$ cat config.mk
export PLATFORM = sky130hd
export DESIGN_NAME = if_fetch_queue
export DESIGN_NICKNAME = d
export VERILOG_FILES = /design/src/rtl/if_fetch_queue.sv
export SDC_FILE = /design/constraint.sdc
export NUM_CORES = 1
export LEC_CHECK = 0
export ABC_AREA = 1
export ABC_CLOCK_PERIOD_IN_PS = 3900
export BUFFER_PORTS_ARGS = -buffer_cell sky130_fd_sc_hd__buf_2
export CAP_MARGIN = 25
export CORE_MARGIN = 1.5
export CORE_UTILIZATION = 45
export DETAILED_ROUTE_END_ITERATION = 6
export PLACE_DENSITY = 0.72
export REMOVE_ABC_BUFFERS = 1
export SETUP_SLACK_MARGIN = 0.02
export SKIP_LAST_GASP = 1
export SLEW_MARGIN = 15
export SYNTH_ARGS = -nofsm -noshare
export SYNTH_HDL_FRONTEND = slang
export SYNTH_SLANG_ARGS = --single-unit
$ cat constraint.sdc
create_clock -name clk -period 3.9 [get_ports clk]
set_input_delay 0 -clock clk [delete_from_list [all_inputs] [get_ports clk]]
set_output_delay 0 -clock clk [all_outputs]
set_load 0.1 [all_outputs]
$ cat src/rtl/if_fetch_queue.sv
// if_fetch_queue -- instruction-fetch initiator with a small decode FIFO.
//
// Drives the instruction ROM (chip enable + byte address), takes the
// same-cycle combinational ROM word and buffers each {pc, inst} pair in a
// DEPTH-entry FIFO that feeds decode over a valid/ready handshake. A branch
// redirect flushes the FIFO and restarts fetch at the (word-aligned) target.
//
// Optional feature macro: IF_BYPASS_EN
//   When defined, a word fetched while the FIFO is empty and decode is ready
//   is presented combinationally (0-cycle latency) without entering the FIFO.
//
// Parameters:
//   DEPTH     FIFO entries (power of two, >= 2)
//   RESET_PC  first fetch address after reset
//
// Ports:
//   clk              system clock, rising edge
//   rst              synchronous reset, active-low
//   rom_ce           ROM read enable
//   rom_addr         ROM byte address (always the current fetch PC)
//   rom_inst         ROM data, same cycle as rom_ce/rom_addr
//   branch_flag_i    redirect request (highest priority after reset)
//   branch_target_i  redirect address, bits [1:0] ignored
//   id_valid_o       head entry valid
//   id_ready_i       decode accepts the head entry
//   id_pc_o          head entry PC
//   id_inst_o        head entry instruction
//   fifo_count_o     FIFO occupancy
module if_fetch_queue #(
  parameter int unsigned DEPTH    = 4,
  parameter logic [31:0] RESET_PC = 32'h0000_0000
) (
  input  logic                     clk,
  input  logic                     rst,
  output logic                     rom_ce,
  output logic [31:0]              rom_addr,
  input  logic [31:0]              rom_inst,
  input  logic                     branch_flag_i,
  input  logic [31:0]              branch_target_i,
  output logic                     id_valid_o,
  input  logic                     id_ready_i,
  output logic [31:0]              id_pc_o,
  output logic [31:0]              id_inst_o,
  output logic [$clog2(DEPTH):0]   fifo_count_o
);

  localparam int unsigned AW        = $clog2(DEPTH);
  localparam logic [AW:0]   CNT_ONE  = (AW+1)'(1);
  localparam logic [AW:0]   CNT_FULL = (AW+1)'(DEPTH);
  localparam logic [AW-1:0] PTR_ONE  = AW'(1);

  logic [31:0]   pc;
  logic [63:0]   mem [DEPTH];
  logic [AW-1:0] wr_ptr;
  logic [AW-1:0] rd_ptr;
  logic [AW:0]   count;
  logic [63:0]   last_head;

  logic          fifo_valid;
  logic          fifo_pop;
  logic          fetch;
  logic          bypass;
  logic          push;
  logic [63:0]   head;
  logic [31:0]   target;

  assign target     = branch_target_i & ~32'h0000_0003;
  assign fifo_valid = (count != '0);
  assign fifo_pop   = fifo_valid & id_ready_i;
  // A pop frees a slot in the same cycle, so a full FIFO still fetches.
  assign fetch      = rst & ~branch_flag_i & ((count != CNT_FULL) | fifo_pop);
  assign head       = mem[rd_ptr];

`ifdef IF_BYPASS_EN
  assign bypass = ~fifo_valid & fetch & id_ready_i;
`else
  assign bypass = 1'b0;
`endif

  assign push         = fetch & ~bypass;
  assign rom_ce       = fetch;
  assign rom_addr     = pc;
  assign fifo_count_o = count;

  // Empty FIFO shows the last head that was presented (0 after reset).
  always_comb begin
    id_valid_o = fifo_valid | bypass;
    {id_pc_o, id_inst_o} = last_head;
    if (bypass) begin
      {id_pc_o, id_inst_o} = {pc, rom_inst};
    end else if (fifo_valid) begin
      {id_pc_o, id_inst_o} = head;
    end
  end

  always_ff @(posedge clk) begin
    if (push) begin
      mem[wr_ptr] <= {pc, rom_inst};
    end
  end

  always_ff @(posedge clk) begin
    if (!rst) begin
      pc        <= RESET_PC;
      wr_ptr    <= '0;
      rd_ptr    <= '0;
      count     <= '0;
      last_head <= '0;
    end else begin
      if (bypass) begin
        last_head <= {pc, rom_inst};
      end else if (fifo_valid) begin
        last_head <= head;
      end

      if (branch_flag_i) begin
        // Flush: any pop this cycle is accepted by decode but its entry
        // disappears with the rest of the FIFO.
        pc     <= target;
        wr_ptr <= '0;
        rd_ptr <= '0;
        count  <= '0;
      end else begin
        if (fetch)    pc     <= pc + 32'd4;
        if (push)     wr_ptr <= wr_ptr + PTR_ONE;
        if (fifo_pop) rd_ptr <= rd_ptr + PTR_ONE;
        case ({push, fifo_pop})
          2'b10:   count <= count + CNT_ONE;
          2'b01:   count <= count - CNT_ONE;
          default: count <= count;
        endcase
      end
    end
  end

endmodule

==> results.py <==
metrics = {
    "floorplanning": {
        "num_rows": 65,
        "die_w_microns": 181,
        "core_area_sq_um": 31400,
        "start_util_pct": 45.5,
        "fp.dieH_microns": 181,
        "dieArea_sq_um": 32800,
        "ios": 169,
    },
    "yosys": {
        "synth-seq-cells": 349,
        "yosysUniqueCellTypes": 37,
        "synth_area_sq_um": 14300,
        "synth-seq-area-share_pct": 66.3,
        "synth_top_area_cell": "edfxtp_1",
        "syn_inst": 1379,
        "syn_area_per_cell_sq_um": 10.4,
        "synthFlopType": "edfxtp_1",
        "yosysWarnings": 0,
        "ys_async_sr_fraction_pct": 0,
        "synthTopCellsByArea": "edfxtp_1 52%, dfxtp_1 14%, nand2_1 8.3%",
        "synth-edff-count": 248,
        "synth_top_area_share_pct": 52.1,
    },
    "sta": {
        "skew_ps": 11.8,
        "finalSetupViolCount": 0,
        "relSlewSlack_pct": 33.7,
        "min_period_over_period_pct": 75.2,
        "drv_slew": 0,
        "worstMarginPinSlew_ps": 994,
        "rsz0062_at_grt": "false",
        "fin_crit_ps": 2930,
        "timing.fmax_mhz": 341,
        "hold_viol": 0,
    },
    "layout": {
        "final_common_cell": "nand2_1",
        "nets": 1670,
        "drive_above_1_share_pct": 16.2,
        "fillers": 2649,
        "stdcell_area_sq_um": 17400,
        "syn2layout_area_growth_pct": 22.0,
        "final_cell_mix": "315 x nand2_1, 268 x nor2_1, 248 x edfxtp_1",
        "final_util_pct": 55.5,
        "diodes": 0,
    },
    "clock_tree": {
        "post_cts_buffers": 0,
        "clkSinkCount": 349,
        "root_buffer": "clkbuf_16",
        "cts_resized": 0,
        "clk_latency_ps": 530,
        "h-tree-depth": 2,
        "clockBufferDepth": 3,
        "path_clk_slew_ps": 60,
        "numCtsBuffers": 38,
        "cts_tree": "done",
    },
    "setup_path": {
        "worst_setup_path_end_kind": "output pin",
        "crit_required_ps": 3900,
        "cp_slowest_cell": "dfxtp_4",
        "crit_chain": "buf_4 > o21ai_0 > o32ai_1 > nand2_1 > nand2_1 > buf_2",
        "arrival_ps": 2930,
        "crit_path_start_kind": "flop",
        "worstPathMaxFanout": 96,
        "crit_type": "reg -> out",
        "max_stage_delay_ps": 970,
        "crit_top_cell": "nand2_1",
    },
    "detailed_routing": {
        "routed-via-count": 10599,
        "postRouteAntennaNets": 0,
        "drc": 0,
        "drt_iter0_drc": 727,
        "avgRoutedWirePerCell_microns": 16.5,
        "drt-vias-per-instance": 5.23,
        "wl_mm": 33.5,
        "drt_first_pass_iters": 6,
    },
    "global_route": {
        "grt_max_degree": 97,
        "grt_pass1_vias": 10208,
        "antenna_found_initial": 0,
        "grt_usage_pct": 20.2,
        "overflow": 0,
        "grt_pass1_wl_mm": 52.6,
    },
    "power_and_ir_drop": {
        "ir_worst_vdd_v": 0.000289,
        "p_leak_nw": 6.71,
        "power.density_nw_per_um2": 539,
    },
    "outcome": {
        "status": "complete, no violations",
    },
    "flow_run": {
        "maxCapViolCount": 0,
    },
    "placed_design": {
        "post_dp_cell_area_sq_um": 15300,
        "port_buffers": 162,
        "place_hpwl_mm": 18.9,
        "place.gp.congestion": 0.837,
    },
    "worst_hold_path": {
        "hp-class": "in -> reg",
    },
}
-- cell type report --
cell class              count  area [sq um]  area share, %
flip-flops and latches    349          9480           54.4
multi-input cells         905          4200           24.1
repair buffers            253          1730           9.91
clock buffers              53          1100           6.32
well taps                 402           503           2.89
clock inverters            17           214           1.23
inverters                  49           195           1.12
-- through the flow --
step	worst slack, ps	power, mW	std cells	hold WS, ps	TNS (ps)
after CTS	950	9.45	2028	68.2	0
final	966	9.39	2028	91.8	0
after detailed placement	1360	5.70	1880	215	0
after floorplan	-634	5.38	1303	98.9	-209020
after global routing	719	9.70	2028	112	0
after global placement	1360	5.68	1880	210	0
-- where the power goes --
part,internal (mW),leakage (nW),switching [mW]
Sequential,4.11,3.09,0.0972
Clock,2.31,0.647,1.40
Combinational,0.281,2.97,1.20
-- layer usage --
metal | global-route usage [%] | share of wire, %
met1 | 26.9 | 45
met2 | 34.5 | 48
met3 | 3.12 | 5.6
met4 | 5.63 | 1.6
met5 | 0 | 0
-- synth_stat cells (2+ instances only) --
| cell type | instances |
|---|---|
| o22ai_1 | 3 |
| nand2_1 | 316 |
| o21ai_0 | 72 |
| buf_2 | 24 |
| buf_1 | 6 |
| nor2_2 | 5 |
| a31oi_1 | 3 |
| o21ai_1 | 6 |
| inv_2 | 5 |
| o31ai_1 | 4 |
| buf_4 | 10 |
| ha_1 | 5 |
| nor3_1 | 6 |
| nand3_1 | 33 |
| inv_1 | 42 |
| dfxtp_1 | 101 |
| o32ai_1 | 62 |
| nor2_1 | 272 |
| nand2_2 | 3 |
| or2_0 | 2 |
| clkbuf_1 | 25 |
| nor2_4 | 4 |
| buf_6 | 14 |
| nand2_4 | 2 |
| a21oi_1 | 94 |
| edfxtp_1 | 248 |
| a22oi_1 | 2 |
-- what timing repair did --
item                                    in CTS  in global routing
endpoints found under the hold margin      166                  0
hold buffers                                78                  0
endpoints found under the setup margin       0                  0
-- flip-flops by register name, summed over array words and instances (netlist names), named ones only --
register      cells
fifo_count_o      3
last_head        62
mem             248
rd_ptr            2
rom_addr         30
wr_ptr            2
-- final timing paths --
| kind | depth (start not counted) | slack (ps) | end | start |
|---|---|---|---|---|
| min | 3 | 90 | rom_addr[11] | branch_flag_i |
| max | 6 | 970 | id_inst_o[29] | flop |
| max reg2reg | 9 | 1390 | rom_addr[3] | fifo_count_o[1] |
| min reg2reg | 2 | 470 | flop | rd_ptr[1] |
-- cells by family (layout without fill, tap and decap cells) --
group                    Yosys count  count (layout)  synth area share [%]
buffers and inverters            128             372                  4.63
adder cells (fa/ha/maj)            6               6                 0.578
other                              1               4                0.0263
AO/OA/AOI/OAI                    250             250                  10.6
flip-flops                       349             349                  66.3
AND/OR/NAND/NOR                  645             645                  17.8
-- worst max-delay path, delay by kind of cell, from the launching register on --
kind	cells	cell delay, ps
buffers and inverters	2	860
DFF	1	970
AOI/OAI and AO/OA	2	310
and+or+nand+nor	2	230
(Power assumes the default switching activity.)
